`src/rtl/collision_scanner_pkg.sv`:
```
// Shared definitions for the collision scanner: contact flag bit positions and FSM states.
package collision_scanner_pkg;

    // Bit positions inside the 4-bit contact flag vector
    localparam int unsigned FLAG_LEFT   = 3;
    localparam int unsigned FLAG_RIGHT  = 2;
    localparam int unsigned FLAG_BOTTOM = 1;
    localparam int unsigned FLAG_TOP    = 0;

    typedef enum logic [1:0] {
        StIdle = 2'd0,
        StScan = 2'd1,
        StDone = 2'd2
    } scan_state_e;

endpackage

```
`src/rtl/collision_box.sv`:
```
// Combinational compare of one player box against one object box.
// Box words pack x/width in the upper half and y/height in the lower half.
module collision_box
    import collision_scanner_pkg::*;
#(
    parameter int unsigned COORD_W = 16
) (
    input  logic [2*COORD_W-1:0] p_pos,
    input  logic [2*COORD_W-1:0] p_size,
    input  logic [2*COORD_W-1:0] o_pos,
    input  logic [2*COORD_W-1:0] o_size,
    input  logic                 o_valid,
    output logic [3:0]           flags,
    output logic                 overlap
);

    // One extra bit keeps every edge sum exact near the top of the coordinate range
    logic [COORD_W:0] px, py, pw, ph;
    logic [COORD_W:0] ox, oy, ow, oh;

    assign px = {1'b0, p_pos[2*COORD_W-1:COORD_W]};
    assign py = {1'b0, p_pos[COORD_W-1:0]};
    assign pw = {1'b0, p_size[2*COORD_W-1:COORD_W]};
    assign ph = {1'b0, p_size[COORD_W-1:0]};
    assign ox = {1'b0, o_pos[2*COORD_W-1:COORD_W]};
    assign oy = {1'b0, o_pos[COORD_W-1:0]};
    assign ow = {1'b0, o_size[2*COORD_W-1:COORD_W]};
    assign oh = {1'b0, o_size[COORD_W-1:0]};

    // Edge tests; touching edges count as contact
    always_comb begin
        flags              = '0;
        flags[FLAG_LEFT]   = (px <= ox + ow);
        flags[FLAG_RIGHT]  = (px + pw >= ox);
        flags[FLAG_BOTTOM] = (py <= oy + oh);
        flags[FLAG_TOP]    = (py + ph >= oy);
        overlap            = o_valid & (&flags);
    end

endmodule

```
`src/rtl/collision_scanner.sv`:
```
// Sequential collision engine: scans a latched player box against an object table,
// one entry per clock, and reports overlap mask, count and the first contact.
module collision_scanner
    import collision_scanner_pkg::*;
#(
    parameter int unsigned N_OBJ   = 8,
    parameter int unsigned COORD_W = 16,
    parameter int unsigned IDX_W   = $clog2(N_OBJ)
) (
    input  logic                 clock,
    input  logic                 reset,
    input  logic                 wr_en,
    input  logic [IDX_W-1:0]     wr_addr,
    input  logic                 wr_valid,
    input  logic [2*COORD_W-1:0] wr_pos,
    input  logic [2*COORD_W-1:0] wr_size,
    input  logic                 start,
    input  logic [2*COORD_W-1:0] p_pos,
    input  logic [2*COORD_W-1:0] p_size,
    output logic                 busy,
    output logic                 done,
    output logic                 hit_any,
    output logic [N_OBJ-1:0]     hit_mask,
    output logic [IDX_W:0]       hit_count,
    output logic [IDX_W-1:0]     first_idx,
    output logic [3:0]           first_flags
);

    logic [2*COORD_W-1:0] tbl_pos  [N_OBJ];
    logic [2*COORD_W-1:0] tbl_size [N_OBJ];
    logic [N_OBJ-1:0]     tbl_valid;

    scan_state_e          state;
    logic [IDX_W-1:0]     idx;
    logic [2*COORD_W-1:0] pl_pos;
    logic [2*COORD_W-1:0] pl_size;

    logic [3:0]           cur_flags;
    logic                 cur_overlap;

    // Object table; a write lands at the edge, so an entry evaluated on that same edge
    // still sees its previous contents
    always_ff @(posedge clock or posedge reset) begin
        if (reset) begin
            tbl_valid <= '0;
            for (int k = 0; k < int'(N_OBJ); k++) begin
                tbl_pos[k]  <= '0;
                tbl_size[k] <= '0;
            end
        end else if (wr_en) begin
            tbl_valid[wr_addr] <= wr_valid;
            tbl_pos[wr_addr]   <= wr_pos;
            tbl_size[wr_addr]  <= wr_size;
        end
    end

    collision_box #(
        .COORD_W (COORD_W)
    ) u_box (
        .p_pos   (pl_pos),
        .p_size  (pl_size),
        .o_pos   (tbl_pos[idx]),
        .o_size  (tbl_size[idx]),
        .o_valid (tbl_valid[idx]),
        .flags   (cur_flags),
        .overlap (cur_overlap)
    );

    // Scan FSM with registered status and result outputs
    always_ff @(posedge clock or posedge reset) begin
        if (reset) begin
            state       <= StIdle;
            idx         <= '0;
            pl_pos      <= '0;
            pl_size     <= '0;
            busy        <= 1'b0;
            done        <= 1'b0;
            hit_any     <= 1'b0;
            hit_mask    <= '0;
            hit_count   <= '0;
            first_idx   <= '0;
            first_flags <= '0;
        end else begin
            unique case (state)
                StIdle: begin
                    done <= 1'b0;
                    // Starts during the done pulse are dropped, not queued
                    if (start && !done) begin
                        state       <= StScan;
                        busy        <= 1'b1;
                        idx         <= '0;
                        pl_pos      <= p_pos;
                        pl_size     <= p_size;
                        hit_any     <= 1'b0;
                        hit_mask    <= '0;
                        hit_count   <= '0;
                        first_idx   <= '0;
                        first_flags <= '0;
                    end
                end
                StScan: begin
                    if (cur_overlap) begin
                        hit_mask[idx] <= 1'b1;
                        hit_count     <= hit_count + (IDX_W + 1)'(1);
                        hit_any       <= 1'b1;
                        if (!hit_any) begin
                            first_idx   <= idx;
                            first_flags <= cur_flags;
                        end
                    end
                    if (idx == IDX_W'(N_OBJ - 1)) begin
                        state <= StDone;
                    end else begin
                        idx <= idx + IDX_W'(1);
                    end
                end
                StDone: begin
                    done  <= 1'b1;
                    busy  <= 1'b0;
                    state <= StIdle;
                end
                default: begin
                    state <= StIdle;
                end
            endcase
        end
    end

endmodule

```
`config.mk`:
```
export PLATFORM = sky130hd
export DESIGN_NAME = collision_scanner
export DESIGN_NICKNAME = d
export VERILOG_FILES = /design/src/rtl/collision_scanner_pkg.sv /design/src/rtl/collision_box.sv /design/src/rtl/collision_scanner.sv
export SDC_FILE = /design/constraint.sdc
export NUM_CORES = 1
export LEC_CHECK = 0
export ABC_AREA = 1
export CORE_UTILIZATION = 30
export DETAILED_ROUTE_END_ITERATION = 12
export GPL_TIMING_DRIVEN = 0
export HOLD_SLACK_MARGIN = 0.02
export PLACE_DENSITY_LB_ADDON = 0.15
export REMOVE_ABC_BUFFERS = 1
export SLEW_MARGIN = 20
export SYNTH_ARGS = -nofsm -noshare
export SYNTH_HDL_FRONTEND = slang
export SYNTH_SLANG_ARGS = --single-unit
```
`constraint.sdc`:
```
create_clock -name clock -period 24.6 [get_ports clock]
set_clock_uncertainty 0.15 [all_clocks]
set_input_delay 6.15 -clock clock [delete_from_list [all_inputs] [get_ports clock]]
set_output_delay 6.15 -clock clock [all_outputs]
set_load 0.1 [all_outputs]
```
==> metrics.yaml, run 1 <==
pwr:
  ir_worst_vdd_mv: 0.0662
  powerDensity_mw_per_mm2: 136
  static-leakage-power_nw: 16.8
yosys:
  synth.distinct_cells: 49
  muxShareOfSynthArea: 0
  synth_compound_area_frac: 0.183
  yosysTopAreaCell: "dfrtp_1"
  synthAdderAreaFrac: 0.0585
  syn-cell-area_mm2: 0.0294
  synthCells: 3345
  ys_seq_elements: 611
  synth_top_area_frac: 0.520
  synth_async_sr_flop_share: 1.00
  synth_xor_area_frac: 0.0170
  synth.avg_cell_area_um2: 8.78
  ys_seq_area_frac: 0.520
  yosysWarnings: 0
  synth_edf_count: 0
  synth_flop_cell: "dfrtp_1"
  synth_top_family_by_area: "compound AO/OA/AOI/OAI gates"
  synth-simple-area-share: 0.165
  synthTopCellsByArea: "dfrtp_1 52%, nand2_1 12%, o21ai_0 8.8%"
layout:
  fin_nets: 3734
  drive_gt1_frac: 0.0650
  n_antenna_cell: 0
  fillers: 9973
  area_delta_synth_final_pct: 20.2
  final_util: 0.365
floorplanning:
  chipHeight_um: 315
  num_rows: 114
  start_util: 0.303
  die_area_mm2: 0.0992
  core_area_mm2: 0.0969
  die_width_um: 315
  pin_count: 158
timing:
  hold_violations: 0
  rsz0062_at_grt: "false"
  period_share: 0.346
  setup_tns_ns: 0
  post-route-min-period_ns: 8.51
  maxSlewViolCount: 0
  setup_viol: 0
  max_freq_ghz: 0.118
  max_slew_margin: 0.327
  worst_pin_slew_ns: 1.01
clock_network:
  cts_tree: "built"
  cts-root-buf: "clkbuf_16"
  cts_sinks: 611
  postCtsHoldBufs: 0
  htreeDepth: 3
  clk_pin_slew_ns: 0.06
  cts-buffers-inserted: 71
  cts_buffer_depth: 3
  ctsResizeCount: 0
  clk_latency_ns: 0.62
  cts_setup_buffers: 0
drt:
  routed_via_density: 4.86
  wire_per_inst_um: 19.1
  drt_wl_total_mm: 91.3
  drt_pass1_iterations: 9
  final_antenna_net_count: 0
  drc: 24
  drtIter0Drc: 1717
  dr_total_vias: 23300
critical_path:
  cp.arrival_ns: 2.21
  rr_endpoint: "first_flags[3]"
  cp_slowest_cell: "clkdlybuf4s50_1"
  path_buf_inv: 1
  critPathMaxStageDelay_ns: 1.17
  r2r_cells: 33
  critical_path.top_delay_family: "buffers and inverters"
  endpoint_kind: "output port"
  crit_chain: "clkdlybuf4s50_1"
  crit_type: "reg2out"
  worstPathRequired_ns: 18.30
  r2r_start: "idx[2]"
  crit_fanout: 5
  r2r_slack_ns: 17.72
  crit_path_start_kind: "flip-flop"
placement:
  gp_congestion: 0.818
  dp.final_hpwl_mm: 60.7
  port_buffers: 157
grt:
  grt_usage: 0.186
  grt_pass1_vias: 23100
  grt_pass1_wl_mm: 142
  antenna_found_initial: 3
  grt_start_max_net_pins: 97
  overflow: 0
hold_path:
  hold_path_class: "reg2reg"
  hold_path_startpoint: "first_flags[1]"
  min_path_cells: 2
  whs_endpoint: "first_flags[1]"
run_status:
  violations: "design-rule violations"
  outcome: "complete, but fails checks"
job:
  drv_cap: 0
==> synthesized netlist by cell type (2+ instances only) <==
cell / number
nand2_1: 974
dfrtp_1: 611
o21ai_0: 515
inv_1: 237
clkbuf_1: 152
ha_1: 131
a21oi_1: 116
nor2_1: 101
a221oi_1: 80
a22o_1: 69
nand4_1: 47
nand3_1: 46
a22oi_1: 45
xor2_1: 41
nor3_1: 20
buf_1: 17
xnor2_1: 16
buf_2: 14
o2bb2ai_1: 14
inv_2: 13
a21o_1: 8
a31oi_1: 8
o2111ai_1: 8
nand3b_1: 7
a21boi_1: 5
o21ai_1: 5
or2_2: 5
a211oi_1: 4
a21oi_2: 4
fa_1: 4
o21bai_1: 4
nor4_1: 3
o211ai_1: 3
a21boi_2: 2
nand2_2: 2
==> registers in the layout (all words and copies together), names as in the netlist <==
| name | flops |
|---|---|
| busy | 1 |
| done | 1 |
| first_flags | 4 |
| first_idx | 3 |
| hit_any | 1 |
| hit_count | 4 |
| hit_mask | 8 |
| idx | 3 |
| pl_pos | 32 |
| pl_size | 32 |
| state | 2 |
| tbl_pos | 256 |
| tbl_size | 256 |
| tbl_valid | 8 |
==> cell families (layout without fill, tap and decap cells) <==
logic type | after synthesis | count (layout)
simple gates | 1210 | 1210
compound gates | 897 | 897
flops | 611 | 611
buf+inv | 435 | 600
fa+ha+maj | 135 | 135
xor+xnor | 57 | 57
==> routing by layer <==
| metal | global-route usage | part of all wire |
|---|---|---|
| met1 | 0.266 | 0.49 |
| met2 | 0.295 | 0.45 |
| met3 | 0.0232 | 0.040 |
| met4 | 0.0516 | 0.021 |
| met5 | 0 | 0.00013 |
==> worst max-delay path by stage <==
stage | start | end | cells after the start
3_5_place_dp | wr_addr[2] | tbl_size[12] | 10
3_3_place_gp | reset | tbl_pos[78] | 2
4_1_cts | hit_count[0] | hit_count[0] | 1
5_1_grt | hit_count[0] | hit_count[0] | 1
6_report | hit_count[0] | hit_count[0] | 1
2_1_floorplan | reset | busy | 1
==> power breakdown <==
part / leakage (nW) / internal, W / switching, W
combinational: 8.07 / 0.000859 / 0.00151
clock: 1.12 / 0.000615 / 0.000429
sequential: 7.64 / 0.00123 / 0.000154
==> layout by cell type (no fill, tap or decap), drive strengths merged <==
master	Yosys	final
or2	6	6
xor2	41	41
nor3	20	20
clkinvlp	0	1
nor2	102	102
inv	250	253
dfrtp	611	611
xnor2	16	16
a22oi	45	45
a22o	69	69
fa	4	4
clkbuf	152	96
nand3b	7	7
buf	32	72
a211oi	5	5
a31oi	8	8
a21o	8	8
o211ai	3	3
nand3	47	47
and3	1	1
a21oi	120	120
a221oi	81	81
o2bb2ai	14	14
clkinv	1	17
nand2	977	977
o21ai	522	522
clkdlybuf4s50	0	157
o2111ai	8	8
a41oi	1	1
ha	131	131
o31ai	1	1
nand4	47	47
nor4	3	3
o21bai	4	4
o41ai	1	1
bufinv	0	4
a21boi	7	7
==> per-stage QoR <==
step	instances	worst slack (ns)	instance area, um^2	total power (W)	hold WS [ns]
after floorplan	3161	1.19	28700	0.00301	0.303
final	4786	16.09	35300	0.00480	0.319
after global placement	4594	-7.69	31800	0.00375	0.304
after detailed placement	4666	15.57	33100	0.00378	0.308
after global routing	4786	16.03	35300	0.00523	0.331
after CTS	4786	16.03	35300	0.00486	0.323
==> area by class of cell <==
cell class	instances	area (um^2)	area share
Clock inverter	24	245	0.00694
Clock buffer	96	2010	0.0570
Tap cell	1276	1600	0.0452
Timing Repair Buffer	229	2650	0.0751
Inverter	251	975	0.0276
Multi-Input combinational cell	2299	12500	0.355
Sequential cell	611	15300	0.433
No activity file was read; power rests on OpenSTA's default activity.
==> run 2: changes to the inputs <==
clock period = 7.9 ns   (was 24.6 ns; I/O delays follow)
==> results of run 2 <==
The final DEF is identical to that of run 1. Status: complete, but fails checks: design-rule violations.
Main changes from that run: setup slack after placement 15.57 ns -> 1.08 ns; setup slack after layout 16.09 ns -> 1.02 ns; start point of the critical path hit_count[0] -> idx[2]; end point of the critical path hit_count[0] -> first_flags[3]; register-to-register setup slack 17.72 ns -> 1.02 ns; total power 0.00480 W -> 0.0149 W; worst IR drop on VDD 0.0662 mV -> 0.206 mV
